$ cat src/rtl/cp0_unit_pkg.sv
// cp0_defs: shared CP0 constants for the P7 pipeline.
// Holds the register numbers, the SR/Cause field positions and the
// exception code enumeration. cp0_unit, cp0_req_gen and the hazard unit use it.
package cp0_defs;

    localparam int unsigned ADDR_W = 5;
    localparam int unsigned DATA_W = 32;
    localparam int unsigned INT_W  = 6;
    localparam int unsigned EXC_W  = 5;

    localparam logic [ADDR_W-1:0] SR_ADDR    = 5'd12;
    localparam logic [ADDR_W-1:0] CAUSE_ADDR = 5'd13;
    localparam logic [ADDR_W-1:0] EPC_ADDR   = 5'd14;

    // Field positions. IM and IP occupy the same bits in SR and Cause.
    localparam int unsigned IM_LO  = 10;
    localparam int unsigned IM_HI  = 15;
    localparam int unsigned IP_LO  = 10;
    localparam int unsigned IP_HI  = 15;
    localparam int unsigned EXL_BIT = 1;
    localparam int unsigned IE_BIT  = 0;
    localparam int unsigned BD_BIT  = 31;
    localparam int unsigned EXC_LO  = 2;
    localparam int unsigned EXC_HI  = 6;

    typedef enum logic [EXC_W-1:0] {
        EXC_INT     = 5'd0,
        EXC_ADEL    = 5'd4,
        EXC_ADES    = 5'd5,
        EXC_SYSCALL = 5'd8,
        EXC_RI      = 5'd10,
        EXC_OV      = 5'd12
    } exc_code_e;

endpackage

$ cat src/rtl/cp0_req_gen.sv
// cp0_req_gen: combinational exception/interrupt request generation.
// Ports:
//   im          interrupt mask (SR.IM)
//   exl, ie     SR.EXL and SR.IE
//   hw_int      external interrupt lines
//   exc_code_in M-stage exception code, 0 = none
//   int_req_c   interrupt request
//   exc_req_c   synchronous exception request
//   req_c       take exception/interrupt this cycle
//   exc_code_c  code to record; an interrupt has priority and records Int
module cp0_req_gen
    import cp0_defs::*;
(
    input  logic [INT_W-1:0] im,
    input  logic             exl,
    input  logic             ie,
    input  logic [INT_W-1:0] hw_int,
    input  logic [EXC_W-1:0] exc_code_in,
    output logic             int_req_c,
    output logic             exc_req_c,
    output logic             req_c,
    output logic [EXC_W-1:0] exc_code_c
);

    assign int_req_c  = ie & ~exl & (|(hw_int & im));
    assign exc_req_c  = (exc_code_in != '0) & ~exl;
    assign req_c      = int_req_c | exc_req_c;
    assign exc_code_c = int_req_c ? EXC_W'(EXC_INT) : exc_code_in;

endmodule

$ cat src/rtl/cp0_unit.sv
// cp0_unit: coprocessor 0 at the M stage; holds SR, Cause and EPC.
// Ports:
//   clk, reset   clock and synchronous active-high reset
//   En, CP0Add   mtc0 write enable and CP0 register number (also mfc0 address)
//   CP0In        mtc0 write data
//   CP0Out       mfc0 read data (combinational, pre-edge state)
//   VPC, BDIn    PC of the M-stage instruction and its delay-slot flag
//   ExcCodeIn    M-stage exception code, 0 = none
//   HWInt        level-sensitive external interrupt lines
//   EXLClr       eret in M stage
//   Req          take exception/interrupt this cycle (combinational)
//   EPCOut       current EPC register
module cp0_unit
    import cp0_defs::*;
(
    input  logic              clk,
    input  logic              reset,
    input  logic              En,
    input  logic [ADDR_W-1:0] CP0Add,
    input  logic [DATA_W-1:0] CP0In,
    output logic [DATA_W-1:0] CP0Out,
    input  logic [DATA_W-1:0] VPC,
    input  logic              BDIn,
    input  logic [EXC_W-1:0]  ExcCodeIn,
    input  logic [INT_W-1:0]  HWInt,
    input  logic              EXLClr,
    output logic              Req,
    output logic [DATA_W-1:0] EPCOut
);

    logic [INT_W-1:0]  im;
    logic              exl;
    logic              ie;
    logic              bd;
    logic [INT_W-1:0]  ip;
    logic [EXC_W-1:0]  exc_code;
    logic [DATA_W-1:0] epc;

    logic              int_req_c;
    logic              exc_req_c;
    logic [EXC_W-1:0]  exc_code_sel_c;
    logic [DATA_W-1:0] epc_victim_c;

    // Only the architected SR bits are writable; the rest are dropped.
    logic unused_cp0in_bits;
    assign unused_cp0in_bits = ^{CP0In[31:16], CP0In[9:2]};

    cp0_req_gen u_req_gen (
        .im          (im),
        .exl         (exl),
        .ie          (ie),
        .hw_int      (HWInt),
        .exc_code_in (ExcCodeIn),
        .int_req_c   (int_req_c),
        .exc_req_c   (exc_req_c),
        .req_c       (Req),
        .exc_code_c  (exc_code_sel_c)
    );

    // A delay-slot victim returns to its branch; subtraction wraps mod 2^32.
    assign epc_victim_c = BDIn ? (VPC - DATA_W'(4)) : VPC;

    // Register update: a taken request overrides any mtc0/eret in the same cycle.
    always_ff @(posedge clk) begin
        if (reset) begin
            im       <= '0;
            exl      <= 1'b0;
            ie       <= 1'b0;
            bd       <= 1'b0;
            ip       <= '0;
            exc_code <= '0;
            epc      <= '0;
        end else begin
            ip <= HWInt;
            if (Req) begin
                exl      <= 1'b1;
                bd       <= BDIn;
                exc_code <= exc_code_sel_c;
                epc      <= {epc_victim_c[DATA_W-1:2], 2'b00};
            end else begin
                if (En && (CP0Add == SR_ADDR)) begin
                    im  <= CP0In[IM_HI:IM_LO];
                    exl <= CP0In[EXL_BIT];
                    ie  <= CP0In[IE_BIT];
                end
                if (En && (CP0Add == EPC_ADDR)) begin
                    epc <= {CP0In[DATA_W-1:2], 2'b00};
                end
                // Placed after the SR write so eret wins over mtc0 SR on EXL.
                if (EXLClr) begin
                    exl <= 1'b0;
                end
            end
        end
    end

    // mfc0 read views; unimplemented bits and addresses read zero.
    always_comb begin
        CP0Out = '0;
        case (CP0Add)
            SR_ADDR: begin
                CP0Out[IM_HI:IM_LO] = im;
                CP0Out[EXL_BIT]     = exl;
                CP0Out[IE_BIT]      = ie;
            end
            CAUSE_ADDR: begin
                CP0Out[BD_BIT]        = bd;
                CP0Out[IP_HI:IP_LO]   = ip;
                CP0Out[EXC_HI:EXC_LO] = exc_code;
            end
            EPC_ADDR: CP0Out = epc;
            default:  CP0Out = '0;
        endcase
    end

    assign EPCOut = epc;

endmodule

$ cat config.mk
export PLATFORM = sky130hd
export DESIGN_NAME = cp0_unit
export DESIGN_NICKNAME = d
export VERILOG_FILES = /design/src/rtl/cp0_unit_pkg.sv /design/src/rtl/cp0_req_gen.sv /design/src/rtl/cp0_unit.sv
export SDC_FILE = /design/constraint.sdc
export NUM_CORES = 1
export LEC_CHECK = 0
export CAP_MARGIN = 20
export CORE_UTILIZATION = 47
export DETAILED_ROUTE_END_ITERATION = 12
export PLACE_DENSITY_LB_ADDON = 0.1
export SYNTH_ARGS = -nofsm -noshare
export SYNTH_HDL_FRONTEND = slang
export SYNTH_SLANG_ARGS = --single-unit
$ cat constraint.sdc
create_clock -name clk -period 3.5 [get_ports clk]
set_input_delay 0.525 -clock clk [delete_from_list [all_inputs] [get_ports clk]]
set_output_delay 0.525 -clock clk [all_outputs]
set_load 0.1 [all_outputs]
# After elaboration in Yosys (flattened, before gate mapping)

Index checks and enable logic that the tools add are counted.

Output and inout port bits: 65
Register bits after elaboration: 50
Input port bits: 85
Logic and storage cells: 38

Eq/ne operators: 3
$add $sub $neg: 1
Reduce and logical (&&, ||, !) cells: 7
Bitwise gates (word level): 7
Multiplexer cells: 13

Operator list:

| cell                                                                   | number |
|---|---|
| 32-bit 2-to-1 mux                                                      | 3 |
| 32-bit by 3-bit subtractor with 32-bit output (second input constant)  | 1 |
| 6-bit case mux with 3 select lines                                     | 1 |
| 5-bit by 4-bit equality test with 1-bit output (second input constant) | 3 |
| 15-bit 2-to-1 mux                                                      | 1 |
| 5-bit case mux with 2 select lines                                     | 1 |
| 6-bit bitwise AND                                                      | 1 |
| 6-bit OR reduction                                                     | 1 |
| 5-bit 2-to-1 mux                                                       | 1 |
| 5-bit nonzero test                                                     | 1 |
| 1-bit bitwise AND                                                      | 3 |
| 1-bit 2-to-1 mux                                                       | 3 |
| 3-bit 2-to-1 mux                                                       | 1 |
| 3-bit nonzero test                                                     | 1 |
| 1-bit logical AND                                                      | 2 |
| 2-bit 2-to-1 mux                                                       | 1 |
| 1-bit NOT                                                              | 2 |
| 1-bit case mux with 2 select lines                                     | 1 |
| 2-bit AND reduction                                                    | 1 |
| 2-bit nonzero test                                                     | 1 |
| 1-bit OR                                                               | 1 |

# Longest topological paths before layout

Gate-level depths: netlist of run 1.

Word-level depth: 6
Mapped depth: 6

# Cells and area by module

Synthesis of run 1 repeated with hierarchy kept, for this count alone.

Cells, all modules: 415
Area, all modules: 3347.0 um^2

Modules (own cells, without submodules):

| module      | area each (um^2) | cells each | sequential area each (um^2) | times used |
|---|---|---|---|---|
| cp0_unit    | 3233.1           | 401        | 1001.0                      | 1 |
| cp0_req_gen | 113.9            | 14         | 0.0                         | 1 |

# Worst setup path after synthesis of run 1

No wires, ideal clock.

Kind: input port to output port
From: input CP0Add[4]
To: output CP0Out[10]
Arrival: 3498 ps
Path buffers: 2
Stages on the path: 5
Slack: -523 ps
Required time: 2975 ps
Path through: and3b_1 -> clkbuf_1 -> clkbuf_1 -> nand2b_1 -> o21ai_0

Cells in the longest elaborated chain, start to end: 2

RTL lines:

| element                                        | line            | source |
|---|---|---|
| start: declaration                             | cp0_unit.sv:19  | `input logic [ADDR_W-1:0] CP0Add,` |
| 5-bit by 4-bit equality test with 1-bit output | cp0_unit.sv:100 | `case (CP0Add)` |
| 6-bit case mux with 3 select lines (*)         | cp0_unit.sv:100 |  |
| end: declaration                               | cp0_unit.sv:21  | `output logic [DATA_W-1:0] CP0Out,` |

Mark *: on every way between the ends. The rest lies on a longest branch, timed or not.

# Worst setup path after layout of run 1

From: input CP0Add[3]
To: output CP0Out[2]

Cells in the longest elaborated chain, start to end: 2

RTL lines:

| element                                        | line |
|---|---|
| 5-bit by 4-bit equality test with 1-bit output | cp0_unit.sv:100 |
| 5-bit case mux with 2 select lines (*)         | cp0_unit.sv:100 |

Marks and branches as above.

==> results of run 1 <==
[cells in the final DEF, fill, tap and decap left out, drive strengths merged, types with 3 or more instances in the layout]
cell type / instances
a211oi: 15
a21oi: 6
a22o: 6
a22oi: 3
a31oi: 43
and4: 29
buf: 50
clkbuf: 5
clkdlybuf4s50: 111
dfxtp: 50
inv: 35
mux2i: 13
nand2: 26
nand3: 8
nand4: 4
nor2: 6
nor2b: 8
nor3: 25
nor3b: 3
nor4: 21
o21a: 3
o21ai: 12
o31ai: 10
o41ai: 14
or3: 11
or3b: 5
or4: 14
xnor2: 9
xor2: 5
[worst max path at each step]
stage / start / endpoint / slack (ns) / cells past startpoint
3_3_place_gp: VPC[18] / EPCOut[30] / 0.49 / 5
3_5_place_dp: VPC[16] / EPCOut[30] / 0.43 / 5
2_1_floorplan: CP0Add[4] / CP0Out[10] / -0.52 / 5
6_report: CP0Add[3] / CP0Out[2] / 0.56 / 5
4_1_cts: CP0Add[3] / CP0Out[2] / 0.62 / 5
5_1_grt: CP0Add[3] / CP0Out[2] / 0.47 / 5
[sequential cells by signal, summed over array words and instances (netlist names)]
register  count
EPCOut       30
bd            1
exc_code      5
exl           1
ie            1
im            6
ip            6
[through the flow]
step / hold WS (ns) / worst slack [ns] / util [%]
after global placement: 0.447 / 0.487 / 75.7
after floorplan: 0.435 / -0.523 / -
after global routing: 0.499 / 0.471 / 77.0
final: 0.474 / 0.558 / 77.0
after CTS: 0.480 / 0.617 / 77.0
after detailed placement: 0.466 / 0.430 / 75.7
[critical path, cell delays in order]
cell             delay, ns
clkdlybuf4s50_1       0.50
nor4bb_1              0.62
and2_1                0.36
a22o_1                0.23
buf_12                0.19
[report_power, final]
| part | internal (mW) | leakage, nW | switching [mW] |
|---|---|---|---|
| logic | 0.235 | 1.46 | 0.488 |
| registers | 0.612 | 0.414 | 0.0301 |
| clock network | 0.141 | 0.0441 | 0.212 |
| total | 0.988 | 1.92 | 0.730 |
[logic make-up after synthesis]
group / synth area share (%)
compound gates: 23.1
xor+xnor: 3.46
fa+ha+maj: 0.353
buf+inv: 9.25
flops: 28.2
mux: 3.67
other cells: 0.106
simple gates: 31.8
[layout make-up]
| class | instances | area [µm²] |
|---|---|---|
| Sequential cell | 50 | 1000 |
| Inverter | 35 | 131 |
| Timing Repair Buffer | 161 | 1900 |
| Multi-Input combinational cell | 323 | 2340 |
| Clock inverter | 3 | 21.3 |
| Tap cell | 99 | 124 |
| Clock buffer | 5 | 68.8 |
| Fill cell | 541 | 1670 |
[routing by layer]
layer  track usage [%]  share of wire [%]  vias to the layer above
met1              44.6                 42                     1970
met4              8.94                1.8                        0
met2              50.8                 47                      238
met3              7.09                9.7                       19
li1                  -                  -                     2001
met5                 0                  0                        -
==> results.sh, run 1 <==
export IMPL_status="complete, no violations"
export IMPL_initialDrtViolationCount=516
export IMPL_end_kind="primary output"
export IMPL_syn_area_mm2=0.00354
export IMPL_synth_flop_cell="dfxtp_1"
export IMPL_synth_most_common_cell="dfxtp_1"
export IMPL_cts_clk_slew_worst_paths_ns=0.09
export IMPL_routedWlPerCell_um=19.0
export IMPL_r2r_setup_slack_ns=1.24
export IMPL_synth_edf_count=0
export IMPL_r2r_end="im[5]"
export IMPL_cts_root_buf="clkbuf_8"
export IMPL_nNetsFinal=662
export IMPL_ant_nets=0
export IMPL_grt_overflow=0
export IMPL_core_area_mm2=0.00725
export IMPL_num_antenna_cells=0
export IMPL_layoutNonFillerInstCount=676
export IMPL_vias=4228
export IMPL_drv_cap=0
export IMPL_worstReg2RegStart="im[0]"
export IMPL_p_leak_nw=1.92
export IMPL_antenna_found_initial=0
export IMPL_syn_avg_cell_area_um2=7.76
export IMPL_die_area_mm2=0.00789
export IMPL_io_pins=150
export IMPL_arrival_ns=2.42
export IMPL_cts_htree_levels=2
export IMPL_cts_tree="yes"
export IMPL_die_x_um=88.8
export IMPL_cp_max_fo=6
export IMPL_rsz0062_at_grt="false"
export IMPL_grt_pass1_vias=3742
export IMPL_cts_hold_buf=0
export IMPL_holdPathEnd="ie"
export IMPL_rows=31
export IMPL_grt_pass1_wl_mm=19.4
export IMPL_finalHoldViolCount=0
export IMPL_min_from="ie"
export IMPL_required_ns=2.97
export IMPL_fmaxAchievable_ghz=0.340
export IMPL_fin_area_mm2=0.00558
export IMPL_synthTopCellsByCount="dfxtp_1, clkbuf_1, a31oi_1, inv_1, and4_1"
export IMPL_synth_seq_cells=50
export IMPL_dp_hpwl_mm=9.46
export IMPL_synthTopCellsByArea="dfxtp_1, a31oi_1, and4_1, clkbuf_1, inv_1"
export IMPL_drt_wl_total_mm=12.8
export IMPL_rr_worst_depth=5
export IMPL_grt_start_max_net_pins=61
export IMPL_dp_cells=668
export IMPL_grtUsageTotal_pct=32.3
export IMPL_crit_type="in -> out"
export IMPL_firstDrtPassIters=5
export IMPL_max_vdd_ir_drop_mv=0.227
export IMPL_start_kind="input port"
export IMPL_cts_resized=0
export IMPL_start_util_pct=48.9
export IMPL_async_reset_ff_share_pct=0
export IMPL_synth_top_area_share_pct=28.2
export IMPL_clk_latency_ns=0.31
export IMPL_synth_cell_types=51
export IMPL_drc=0
export IMPL_area_growth_syn_to_layout_pct=57.5
export IMPL_ys_seq_area_share_pct=28.2
export IMPL_clock_path_buffers=2
export IMPL_post_route_period_util_pct=84.0
export IMPL_die_y_um=88.8
export IMPL_place_gp_congestion=0.904
export IMPL_worst_clock_skew_ns=0.00700
export IMPL_post_route_min_period_ns=2.94
export IMPL_slew_viol_final=0
export IMPL_relSlewSlack_pct=30.7
export IMPL_numCtsBuffers=5
export IMPL_clock_sinks=50
export IMPL_dpl_cell_area_mm2=0.00549
export IMPL_holdPathStages=2
export IMPL_viasPerCell=6.25
export IMPL_power_density_mw_per_mm2=308
export IMPL_hp_class="reg -> reg"
export IMPL_synth_largest_area_cell="dfxtp_1"
export IMPL_fin_setup_tns_ns=0
export IMPL_finalSetupViolCount=0
export IMPL_port_buffers=145
export IMPL_tightest_slew_ns=1.04
export IMPL_syn_inst=457
export IMPL_yosysWarnings=0
export IMPL_p_total_mw=1.72
export IMPL_drive_gt1_share_pct=16.8
export IMPL_post_cts_buffers=0
Power figures use the tool's default switching activity.
==> run 2, diff against run 1 <==
--- a/config.mk
+++ b/config.mk
@@ -6,7 +6,7 @@
 export NUM_CORES = 1
 export LEC_CHECK = 0
 export CAP_MARGIN = 20
-export CORE_UTILIZATION = 47
+export CORE_UTILIZATION = 39
 export DETAILED_ROUTE_END_ITERATION = 12
 export PLACE_DENSITY_LB_ADDON = 0.1
 export SYNTH_ARGS = -nofsm -noshare
==> constraint.sdc (replaced) <==
create_clock -name clk -period 2.6 [get_ports clk]
set_input_delay 0.39 -clock clk [delete_from_list [all_inputs] [get_ports clk]]
set_output_delay 0.39 -clock clk [all_outputs]
set_load 0.1 [all_outputs]
==> run 2 against run 1 <==
  * Die area is 20% higher
  * Core utilization decreased by 9.5 points
  * Global-route usage shrank 4.9 points
  * Register-to-register slack worse by 0.71 ns
  * Critical endpoint is now EPCOut[30]
  * Setup slack lost 0.45 ns
==> results.sh, run 2 (same netlist as run 1, synthesis figures left out) <==
export IMPL_status="complete, no violations"
export IMPL_fin_area_mm2=0.00592
export IMPL_firstDrtPassIters=5
export IMPL_core_area_mm2=0.00876
export IMPL_die_y_um=97.3
export IMPL_finalHoldViolCount=0
export IMPL_crit_type="in -> reg"
export IMPL_post_cts_buffers=0
export IMPL_final_common_cell="clkdlybuf4s50_1"
export IMPL_dpl_cell_area_mm2=0.00579
export IMPL_drive_gt1_share_pct=26.0
export IMPL_p_int_mw=1.47
export IMPL_start_kind="input port"
export IMPL_initialDrtViolationCount=344
export IMPL_hp_class="reg -> reg"
export IMPL_start_util_pct=40.4
export IMPL_grtUsageTotal_pct=27.4
export IMPL_clock_path_buffers=2
export IMPL_largest_reg_flops=30
export IMPL_switchingPower_mw=0.996
export IMPL_worst_clock_skew_ns=0.0103
export IMPL_vias=4304
export IMPL_clk_latency_ns=0.31
export IMPL_die_area_mm2=0.00947
export IMPL_die_x_um=97.3
export IMPL_layout_common_cells="clkdlybuf4s50_1, buf_4, dfxtp_1, a31oi_1, buf_12"
export IMPL_end_kind="register"
export IMPL_post_route_period_util_pct=96.0
export IMPL_cts_clk_slew_worst_paths_ns=0.10
export IMPL_cts_root_buf="clkbuf_8"
export IMPL_grt_pass1_wl_mm=21.0
export IMPL_crit_path_end="EPCOut[30]"
export IMPL_drt_wl_total_mm=13.2
export IMPL_grt_start_max_net_pins=60
export IMPL_io_pins=150
export IMPL_routedWlPerCell_um=18.5
export IMPL_drc=0
export IMPL_worstReg2RegStart="im[3]"
export IMPL_port_buffers=145
export IMPL_holdWs_ns=0.492
export IMPL_area_growth_syn_to_layout_pct=66.9
export IMPL_setup_ws_ns=0.104
export IMPL_relSlewSlack_pct=54.7
export IMPL_viasPerCell=6.04
export IMPL_cp_startpoint="VPC[18]"
export IMPL_required_ns=2.84
export IMPL_power_frac_seq_pct=35.1
export IMPL_cts_hold_buf=0
export IMPL_p_leak_nw=2.26
export IMPL_post_route_min_period_ns=2.50
export IMPL_cts_tree="yes"
export IMPL_dp_hpwl_mm=9.97
export IMPL_r2r_end="EPCOut[25]"
export IMPL_finalSetupViolCount=0
export IMPL_rsz0062_at_grt="false"
export IMPL_cts_htree_levels=2
export IMPL_place_gp_congestion=0.908
export IMPL_pwr_share_comb_pct=40.7
export IMPL_slew_viol_final=0
export IMPL_fin_setup_tns_ns=0
export IMPL_grt_overflow=0
export IMPL_rr_worst_depth=5
export IMPL_rows=34
export IMPL_clock_sinks=50
export IMPL_max_vdd_ir_drop_mv=0.252
export IMPL_numCtsBuffers=5
export IMPL_fmaxAchievable_ghz=0.401
export IMPL_nNetsFinal=689
export IMPL_power_density_mw_per_mm2=417
export IMPL_ant_nets=0
export IMPL_dpl_worst_slack_ns=-0.204
export IMPL_grt_pass1_vias=4017
export IMPL_p_sw_share_pct=40.3
export IMPL_cp_max_fo=6
export IMPL_p_clk_share_pct=24.2
export IMPL_tightest_slew_ns=0.679
export IMPL_r2r_setup_slack_ns=0.53
export IMPL_num_antenna_cells=0
export IMPL_drv_cap=0
export IMPL_cts_resized=0
export IMPL_antenna_found_initial=0
export IMPL_arrival_ns=2.73
-- run 2: cell type report --
cell class	count	area (µm²)
timing repair buffer	188	2070
sequential	50	1000
fill	717	2850
clock inverter	2	38.8
multi-input combinational	323	2450
tap	108	135
inverter	35	131
clock buffer	6	82.6
-- run 2: worst max-delay path, cell delays in order --
cell and delay [ns]:
clkdlybuf4s50_1 0.47, or4_4 0.56, or4_1 0.61, or4_1 0.53, a31oi_1 0.16
-- run 2: worst min-delay path by stage --
stage          start    end  slack, ns  cells past startpoint
4_1_cts           ie     ie       0.49                      2
2_1_floorplan     ie     ie       0.43                      2
3_3_place_gp   im[5]  im[5]       0.46                      2
3_5_place_dp      ie     ie       0.47                      2
6_report       im[3]  im[3]       0.49                      2
5_1_grt        im[2]  im[2]       0.52                      2
-- run 2: power groups by stage --
| stage | combinational (mW) | clock, mW | sequential [mW] |
|---|---|---|---|
| after global placement | 0.988 | 0 | 0.882 |
| final | 1.01 | 0.597 | 0.867 |
| after global routing | 1.05 | 0.637 | 0.874 |
| after CTS | 1.00 | 0.606 | 0.866 |
| after floorplan | 0.330 | 0 | 1.19 |
| after detailed placement | 0.999 | 0 | 0.884 |
-- run 2: per-layer routing --
layer	vias up	track usage [%]	routed length (µm)
met5	-	0	0
met4	0	6.79	231
met3	16	3.60	983
met2	198	43.7	5930
met1	2043	39.1	6050
li1	2047	-	-
-- run 2: per-stage QoR --
stage	std cells	total power [mW]	util, %
final	712	2.47	67.5
after global routing	712	2.57	67.5
after CTS	712	2.47	67.5
after detailed placement	704	1.88	66.1
after global placement	704	1.87	66.1
after floorplan	458	1.52	-
